==> config.mk <==
export PLATFORM = sky130hd
export DESIGN_NAME = lcd_mode_arbiter
export DESIGN_NICKNAME = d
export VERILOG_FILES = /design/src/rtl/lcd_pkg.sv /design/src/rtl/lcd_init_seq.sv /design/src/rtl/lcd_mode_arbiter.sv
export SDC_FILE = /design/constraint.sdc
export NUM_CORES = 1
export LEC_CHECK = 0
export ABC_CLOCK_PERIOD_IN_PS = 2120
export CORE_MARGIN = 8
export CORE_UTILIZATION = 45
export DETAILED_ROUTE_END_ITERATION = 6
export PLACE_DENSITY = 0.9
export SYNTH_ARGS = -nofsm -noshare
export SYNTH_HDL_FRONTEND = slang
export SYNTH_HIERARCHICAL = 1
export SYNTH_SLANG_ARGS = --single-unit
==> constraint.sdc <==
create_clock -name CLK -period 2.12 [get_ports CLK]
set_input_delay 0.636 -clock CLK [delete_from_list [all_inputs] [get_ports CLK]]
set_output_delay 0.636 -clock CLK [all_outputs]
set_load 0.01 [all_outputs]
==> src/rtl/lcd_pkg.sv <==
// Shared definitions for the character-LCD bus: command codes, the idle bus
// word, DDRAM line addresses and the init/arbitration state encoding.
package lcd_pkg;

    // HD44780-style command codes used by the power-up sequence and mode switches
    localparam logic [7:0] CMD_FUNC  = 8'h38;   // 8-bit bus, 2 lines, 5x8 font
    localparam logic [7:0] CMD_DISP  = 8'h0C;   // display on, cursor off
    localparam logic [7:0] CMD_ENTRY = 8'h06;   // increment, no shift
    localparam logic [7:0] CMD_CLR   = 8'h01;   // clear display, home cursor

    // DDRAM set-address commands for the start of each display line
    localparam logic [7:0] DDRAM_LINE1 = 8'h80;
    localparam logic [7:0] DDRAM_LINE2 = 8'hC0;

    // One word on the shared LCD bus
    typedef struct packed {
        logic       rw;
        logic       rs;
        logic [7:0] data;
    } lcd_word_t;

    // Word parked on the bus whenever nobody is talking to the panel
    localparam lcd_word_t IDLE_WORD = '{rw: 1'b1, rs: 1'b1, data: 8'h02};

    // PWR: power-on delay, INIT: command burst, CWAIT: post-clear delay,
    // RUN: bus handed to the selected mode source
    typedef enum logic [1:0] {
        ST_PWR,
        ST_INIT,
        ST_CWAIT,
        ST_RUN
    } seq_state_t;

    // A command is always written with RW=0, RS=0
    function automatic lcd_word_t cmd_word(input logic [7:0] code);
        cmd_word = '{rw: 1'b0, rs: 1'b0, data: code};
    endfunction

    // Command issued at each step of the power-up burst; the last one is the clear
    function automatic logic [7:0] init_code(input logic [1:0] idx);
        case (idx)
            2'd0:    init_code = CMD_FUNC;
            2'd1:    init_code = CMD_DISP;
            2'd2:    init_code = CMD_ENTRY;
            default: init_code = CMD_CLR;
        endcase
    endfunction

endpackage

==> src/rtl/lcd_init_seq.sv <==
// LCD power-up sequencer: waits PWR_WAIT cycles, walks the four init commands,
// then holds CWAIT for CLR_WAIT cycles before handing over to RUN. From RUN it
// can be restarted at the post-clear wait, which is how a mode switch reuses it.
// Both wait parameters must be at least 1.
module lcd_init_seq
    import lcd_pkg::*;
#(
    parameter int PWR_WAIT = 20,
    parameter int CLR_WAIT = 2
) (
    input  logic       CLK,
    input  logic       RESET,
    input  logic       i_start,     // in RUN: clear was just issued, begin CWAIT
    output seq_state_t o_state,
    output lcd_word_t  o_cmd,       // command for the current INIT step
    output logic       o_done       // last CWAIT cycle; RUN follows next cycle
);

    localparam int MAX_WAIT = (PWR_WAIT > CLR_WAIT) ? PWR_WAIT : CLR_WAIT;
    localparam int CNT_W    = $clog2(MAX_WAIT + 1);

    localparam logic [CNT_W-1:0] PWR_LAST = CNT_W'(PWR_WAIT - 1);
    localparam logic [CNT_W-1:0] CLR_LAST = CNT_W'(CLR_WAIT - 1);

    seq_state_t       r_state;
    logic [CNT_W-1:0] r_cnt;
    logic [1:0]       r_idx;

    // Sequencer state, shared wait counter and command index.
    // NOTE: state registers use non-blocking (<=) so every flop samples the
    // pre-edge values; blocking here would create order-dependent races.
    always_ff @(posedge CLK or negedge RESET) begin
        if (!RESET) begin
            r_state <= ST_PWR;
            r_cnt   <= '0;
            r_idx   <= '0;
        end else begin
            case (r_state)
                ST_PWR: begin
                    if (r_cnt == PWR_LAST) begin
                        r_state <= ST_INIT;
                        r_cnt   <= '0;
                        r_idx   <= '0;
                    end else begin
                        r_cnt <= r_cnt + 1'b1;
                    end
                end
                ST_INIT: begin
                    if (r_idx == 2'd3) begin
                        r_state <= ST_CWAIT;
                        r_cnt   <= '0;
                    end else begin
                        r_idx <= r_idx + 1'b1;
                    end
                end
                ST_CWAIT: begin
                    // counter holds at its terminal value on the way out
                    if (r_cnt == CLR_LAST) begin
                        r_state <= ST_RUN;
                    end else begin
                        r_cnt <= r_cnt + 1'b1;
                    end
                end
                ST_RUN: begin
                    if (i_start) begin
                        r_state <= ST_CWAIT;
                        r_cnt   <= '0;
                    end
                end
                default: r_state <= ST_PWR;
            endcase
        end
    end

    assign o_state = r_state;
    assign o_cmd   = cmd_word(init_code(r_idx));
    assign o_done  = (r_state == ST_CWAIT) && (r_cnt == CLR_LAST);

endmodule

==> src/rtl/lcd_mode_arbiter.sv <==
// Owner of the shared 16x2 LCD bus. Runs the power-up sequence after reset,
// then grants the bus to the mode source selected by MODE. Any change of MODE
// while running issues a clear, drops EN so the new owner restarts its frame,
// and re-enters RUN after the post-clear wait with the latest MODE.
module lcd_mode_arbiter
    import lcd_pkg::*;
#(
    parameter int N_SRC    = 4,
    parameter int PWR_WAIT = 20,
    parameter int CLR_WAIT = 2
) (
    input  logic                 CLK,
    input  logic                 RESET,
    input  logic [3:0]           MODE,
    input  logic [N_SRC-1:0]     SRC_RW,
    input  logic [N_SRC-1:0]     SRC_RS,
    input  logic [8*N_SRC-1:0]   SRC_DATA,
    output logic                 EN,
    output logic [N_SRC-1:0]     GRANT,
    output logic                 READY,
    output logic                 LCD_RW,
    output logic                 LCD_RS,
    output logic [7:0]           LCD_DATA
);

    seq_state_t       w_seq_state;
    lcd_word_t        w_init_cmd;
    logic             w_seq_done;
    logic             w_switch;
    lcd_word_t        w_src_word;
    logic [N_SRC-1:0] w_src_grant;

    lcd_word_t        r_word;
    logic             r_en;
    logic [N_SRC-1:0] r_grant;
    logic             r_ready;
    logic [3:0]       r_mode_q;

    lcd_init_seq #(
        .PWR_WAIT (PWR_WAIT),
        .CLR_WAIT (CLR_WAIT)
    ) u_init_seq (
        .CLK     (CLK),
        .RESET   (RESET),
        .i_start (w_switch),
        .o_state (w_seq_state),
        .o_cmd   (w_init_cmd),
        .o_done  (w_seq_done)
    );

    // A registered owner that differs from the live MODE triggers a switch
    assign w_switch = (w_seq_state == ST_RUN) && (MODE != r_mode_q);

    // Select the owning source's word and its one-hot grant; out-of-range owners get IDLE.
    // NOTE: every output gets a default before the loop, so no path leaves a
    // value unassigned and no latch is inferred.
    always_comb begin
        w_src_word  = IDLE_WORD;
        w_src_grant = '0;
        for (int i = 0; i < N_SRC; i++) begin
            if (r_mode_q == 4'(i)) begin
                w_src_word     = '{rw: SRC_RW[i], rs: SRC_RS[i], data: SRC_DATA[8*i +: 8]};
                w_src_grant[i] = 1'b1;
            end
        end
    end

    // Registered bus outputs, frame enable, grant, ready flag and owner register
    always_ff @(posedge CLK or negedge RESET) begin
        if (!RESET) begin
            r_word   <= IDLE_WORD;
            r_en     <= 1'b0;
            r_grant  <= '0;
            r_ready  <= 1'b0;
            r_mode_q <= '0;
        end else begin
            // the owner is chosen from the latest MODE as the post-clear wait ends
            if (w_seq_done) begin
                r_mode_q <= MODE;
            end
            case (w_seq_state)
                ST_RUN: begin
                    if (w_switch) begin
                        r_word  <= cmd_word(CMD_CLR);
                        r_en    <= 1'b0;
                        r_grant <= '0;
                    end else begin
                        r_word  <= w_src_word;
                        r_en    <= 1'b1;
                        r_grant <= w_src_grant;
                        r_ready <= 1'b1;
                    end
                end
                ST_INIT: begin
                    r_word  <= w_init_cmd;
                    r_en    <= 1'b0;
                    r_grant <= '0;
                end
                default: begin
                    r_word  <= IDLE_WORD;
                    r_en    <= 1'b0;
                    r_grant <= '0;
                end
            endcase
        end
    end

    assign LCD_RW   = r_word.rw;
    assign LCD_RS   = r_word.rs;
    assign LCD_DATA = r_word.data;
    assign EN       = r_en;
    assign GRANT    = r_grant;
    assign READY    = r_ready;

endmodule

Word-level counts from Yosys, hierarchy flattened

Index checks and enable logic that the tools add are counted.

Register bits after elaboration: 29
Bits in latches: 0
Memory bits (writable): 0
Bits in read-only memories: 0
Input port bits: 46
Word-level logic and storage cells: 69
Memories kept: 0

$add $sub $neg: 2
Multipliers: 0
Div/mod/pow operators: 0
Order comparisons: 0
Eq/ne operators: 18
Shift operators: 0
Muxes and demuxes: 28
Bitwise operators: 1
Reductions and logical operators: 10

Operator list:

| cell                  | count |
|---|---|
| $mux W10              | 5 |
| $mux W5               | 4 |
| $pmux W10 S2          | 1 |
| $pmux W5 S4           | 1 |
| $pmux W6 S3           | 1 |
| $mux W2               | 6 |
| $eq A2 B2 Y1 const B  | 4 |
| $eq A4 B2 Y1 const B  | 2 |
| $mux W4               | 2 |
| $ne A2 B1 Y1 const B  | 4 |
| $pmux W2 S4           | 1 |
| $mux W1               | 6 |
| $reduce_and A3 Y1     | 2 |
| $add A5 B1 Y5 const B | 1 |
| $eq A5 B1 Y1 const B  | 1 |
| $eq A5 B5 Y1 const B  | 1 |
| $eq A2 B1 Y1 const B  | 2 |
| $eq A4 B1 Y1 const B  | 1 |
| $logic_not A2 Y1      | 2 |
| $logic_not A4 Y1      | 1 |
| $ne A2 B2 Y1 const B  | 2 |
| $ne A4 B4 Y1          | 1 |
| $pmux W2 S2           | 1 |
| $reduce_and A4 Y1     | 1 |
| 5 further kinds       | 6 |

Logic depth before layout (Yosys ltp)

Gate-level depths: netlist of run 1.

Depth in word-level cells: 7
Gate-level depth with buffers: 8
Mapped depth without buffers: 7

By module

The synthesis of run 1 kept the hierarchy.

Modules (own cells, without submodules):

| module           | times used | cells an instance | area an instance (µm²) |
|---|---|---|---|
| lcd_mode_arbiter | 1          | 96                | 1132.3 |
| lcd_init_seq     | 1          | 62                | 616.8 |

Least setup slack after synthesis of run 1

OpenSTA, ideal clock, no wires.

Path kind: in2reg
From: input MODE[2]
To: register r_word (netlist bit LCD_DATA[2])
Arrival time: 1.917 ns
Slack: 0.137 ns
Cell stages on the path: 5
Path buffers: 1
Cell sequence: or4_1 or4_1 buf_6 o22ai_1 and2_1

Word-level cells in the longest chain between the ends: 4

Ends and longest elaborated chain:

| item                 | RTL line               | RTL |
|---|---|---|
| from (decl)          | lcd_mode_arbiter.sv:14 | `input logic [3:0] MODE,` |
| $ne A4 B4 Y1         | lcd_mode_arbiter.sv:52 | `assign w_switch = (w_seq_state == ST_RUN) && (MODE != r_mode_q);` |
| $logic_and A1 B1 Y1  | lcd_mode_arbiter.sv:52 |  |
| $mux W10             | lcd_mode_arbiter.sv:83 | `if (w_switch) begin` |
| $pmux W10 S2         | lcd_mode_arbiter.sv:81 | `case (w_seq_state)` |
| to (signal assigned) | lcd_mode_arbiter.sv:84 | `r_word <= cmd_word(CMD_CLR);` |
| to (signal assigned) | lcd_mode_arbiter.sv:88 | `r_word <= w_src_word;` |
| to (signal assigned) | lcd_mode_arbiter.sv:95 | `r_word <= w_init_cmd;` |
| to (decl)            | lcd_mode_arbiter.sv:33 | `lcd_word_t r_word;` |

Every way passes these cells.
A chain may end at the register's enable or synchronous reset.

Worst setup path in the final report of run 1

From: register r_mode_q[2]
To: register r_word (netlist bit LCD_DATA[2])

Word-level cells in the longest chain between the ends: 7
Elaborated cells between the ends (all ways): 12

Ends and longest elaborated chain:

| item                   | RTL line               | RTL |
|---|---|---|
| from (decl)            | lcd_mode_arbiter.sv:37 | `logic [3:0] r_mode_q;` |
| from (signal assigned) | lcd_mode_arbiter.sv:75 | `r_mode_q <= '0;` |
| from (signal assigned) | lcd_mode_arbiter.sv:79 | `r_mode_q <= MODE;` |
| $logic_not A4 Y1       | lcd_mode_arbiter.sv:61 | `if (r_mode_q == 4'(i)) begin` |
| $mux W10 (4 in a row)  | lcd_mode_arbiter.sv:61 |  |
| $mux W10 (*)           | lcd_mode_arbiter.sv:83 |  |
| $pmux W10 S2 (*)       | lcd_mode_arbiter.sv:81 |  |

Mark *: on every way between the ends. The rest lies on a longest branch, timed or not.

==> results of run 1 <==
-- timing repair --
item,in CTS,in global routing
resized for setup,6,14
setup buffers,0,0
pin swaps,0,4
endpoints found under the setup margin,10,16
gates cloned,1,0
-- cell families (layout without fill, tap and decap cells) --
kind of cell    count (synthesis)  in the layout  synth area share
other cells                     1              4           0.00214
compound gates                 27             27             0.114
flops                          29             29             0.417
fa+ha+maj                       8              8            0.0572
simple gates                   39             39             0.133
mux                            15             15             0.160
xor+xnor                        4              4            0.0200
buf+inv                        35            100            0.0966
-- final cells by class --
class                   instances  area, sq um  share of cell area
repair buffers                 71          688               0.266
multi-input cells              97          918               0.354
well taps                      48         60.1              0.0232
inverters                      21         78.8              0.0304
clock inverters                 1         30.0              0.0116
flip-flops and latches         29          729               0.282
clock buffers                   7         86.3              0.0333
-- worst paths after layout --
check / cells past startpoint / start / slack (ns) / end
setup reg to reg: 5 / r_mode_q[2] / 0.01 / LCD_DATA[2]
min in group asynchronous: 2 / RESET / 0.75 / r_mode_q[0]
setup / recovery: 5 / r_mode_q[2] / 0.01 / LCD_DATA[2]
hold reg to reg: 1 / READY / 0.46 / READY
hold / removal: 1 / READY / 0.46 / READY
max in group asynchronous: 2 / RESET / 1.05 / LCD_DATA[1]
-- where the power goes --
part           internal (mW)  switching [mW]
clock network          0.383           0.198
registers              0.707           0.153
logic                  0.657           0.562
total                   1.75           0.913
-- flip-flops by register name, summed over array words and instances (netlist names) --
name / cells
READY: 1
LCD_RW: 1
EN: 1
r_mode_q: 4
LCD_DATA: 8
u_init_seq/r_idx: 2
LCD_RS: 1
u_init_seq/r_cnt: 5
u_init_seq/o_state: 2
GRANT: 4
-- worst max-delay path: cells and delay by family, from the launching register on --
kind,cells,cell delay [ns]
compound gates,1,0.11
buf+inv,1,0.16
flops,1,0.48
simple gates,3,1.28
-- metal layers --
metal  vias up  global-route usage  part of all wire
met3         4              0.0490             0.057
li1        680                   -                 -
met5         -                   0                 0
met2        45               0.273              0.56
met4         0              0.0352            0.0029
met1       702               0.173              0.38
-- layout by cell type, fill, tap and decap left out, types with 3 or more instances in the layout --
master           instances
nor2_1                   9
o221ai_1                 3
clkdlybuf4s50_1         57
a22o_1                   5
mux2_2                   4
inv_1                   19
dfstp_2                  3
nor3_1                   5
mux4_2                  10
dfrtp_1                 26
o22ai_2                  3
clkbuf_8                 6
and2_1                   6
o22ai_1                  4
conb_1                   4
and3_1                   3
buf_4                    8
ha_1                     8
==> results.json, run 1 <==
{
  "ys_warn_count": 6,
  "num_rows": 22,
  "num_antenna_cells": 0,
  "syn_avg_cell_area_sq_um": 11.1,
  "fmax_mhz": 475,
  "worst_ep_arrival_time_ns": 2.32,
  "syn-cell-area_sq_um": 1750,
  "fin_total_pwr_mw": 2.66,
  "cts_root_buf": "clkbuf_8",
  "ioPinCount": 62,
  "period_share": 0.994,
  "clock-sinks": 29,
  "status": "complete, no violations",
  "grt_max_degree": 30,
  "cts_tree": "yes",
  "crit_top_cell": "or4_4",
  "yosys.area.top_type_share": 0.372,
  "synthFlopType": "dfrtp_1",
  "placed_area_sq_um": 2410,
  "die_area_sq_um": 6140,
  "synth_cells": 158,
  "wire_per_inst_microns": 17.7,
  "syn_to_final_growth_pct": 48.1,
  "slew_violations": 0,
  "dp_cells": 265,
  "grt_use_total": 0.153,
  "synth-edff-count": 0,
  "async_reset_ff_frac": 1.00,
  "worstPathRequired_ns": 2.33,
  "yosysMostFrequentCell": "dfrtp_1",
  "ant_nets": 0,
  "grt_overflow_total": 0,
  "final-setup-viol-count": 0,
  "synth_common_cells": "dfrtp_1, inv_1, mux4_2, nor2_1, ha_1",
  "path_class": "reg -> reg",
  "port_buffers": 61,
  "clk_pin_slew_worst_paths_ns": 0.06,
  "drt_iter0_markers": 88,
  "cts_made_buffers": 5,
  "hpwl_mm": 3.62,
  "final.min_clock_period_ns": 2.11,
  "grt_pass1_vias": 1480,
  "num_vias": 1431,
  "hold_viol_final": 0,
  "p_leak_nw": 1.11,
  "ys_types": 40,
  "tns_ns": 0,
  "dieHeight_microns": 78.3,
  "clk_latency_ns": 0.27,
  "holdWs_ns": 0.464,
  "first_pass_iters": 5,
  "grt_pass1_wl_mm": 7.50,
  "synth_area_leaders": "dfrtp_1, mux4_2, ha_1",
  "synth-seq-cells": 29,
  "dp_slack_ns": -0.416,
  "cp-start-kind": "flop",
  "antenna_found_initial": 0,
  "core_sq_um": 3690,
  "ir_drop_v": 0.000727,
  "maxCapViolCount": 0,
  "fin_nets": 279,
  "die_w_microns": 78.3,
  "layout-drive-gt1-share": 0.221,
  "cp_slowest_cell": "or4_4",
  "clock_path_buffers": 2,
  "initial_utilization": 0.474,
  "seq_area_frac_synth": 0.417,
  "synth_top_area_cell": "dfrtp_1",
  "worstPathMaxFanout": 7,
  "crit_path_max_incr_delay_ns": 0.58,
  "crit_chain": "or4_4 -> or4_4 -> buf_6 -> o22ai_1 -> and2_1",
  "hold_class": "reg -> reg",
  "cp-end-kind": "flop",
  "powerDensity_nw_per_um2": 1030,
  "drc": 0,
  "fill_cells": 274,
  "finish.utilization": 0.703,
  "fin_ws_ns": 0.0137,
  "final_cells": 274,
  "htree_levels": 2,
  "finalInstanceArea_sq_um": 2590,
  "ctsHoldBuffers": 0,
  "fin_skew_ns": 0.00611,
  "place.gp.congestion": 0.799,
  "vias_per_cell": 5.22,
  "drt_wl_total_mm": 4.86
}
No activity file was read; power rests on OpenSTA's default activity.
==> run 2: changes to the inputs <==
--- a/config.mk
+++ b/config.mk
@@ -5,7 +5,6 @@
 export SDC_FILE = /design/constraint.sdc
 export NUM_CORES = 1
 export LEC_CHECK = 0
-export ABC_CLOCK_PERIOD_IN_PS = 2120
 export CORE_MARGIN = 8
 export CORE_UTILIZATION = 45
 export DETAILED_ROUTE_END_ITERATION = 6
==> results of run 2 <==
No change in the layout: final DEF, timing and power equal those of run 1.
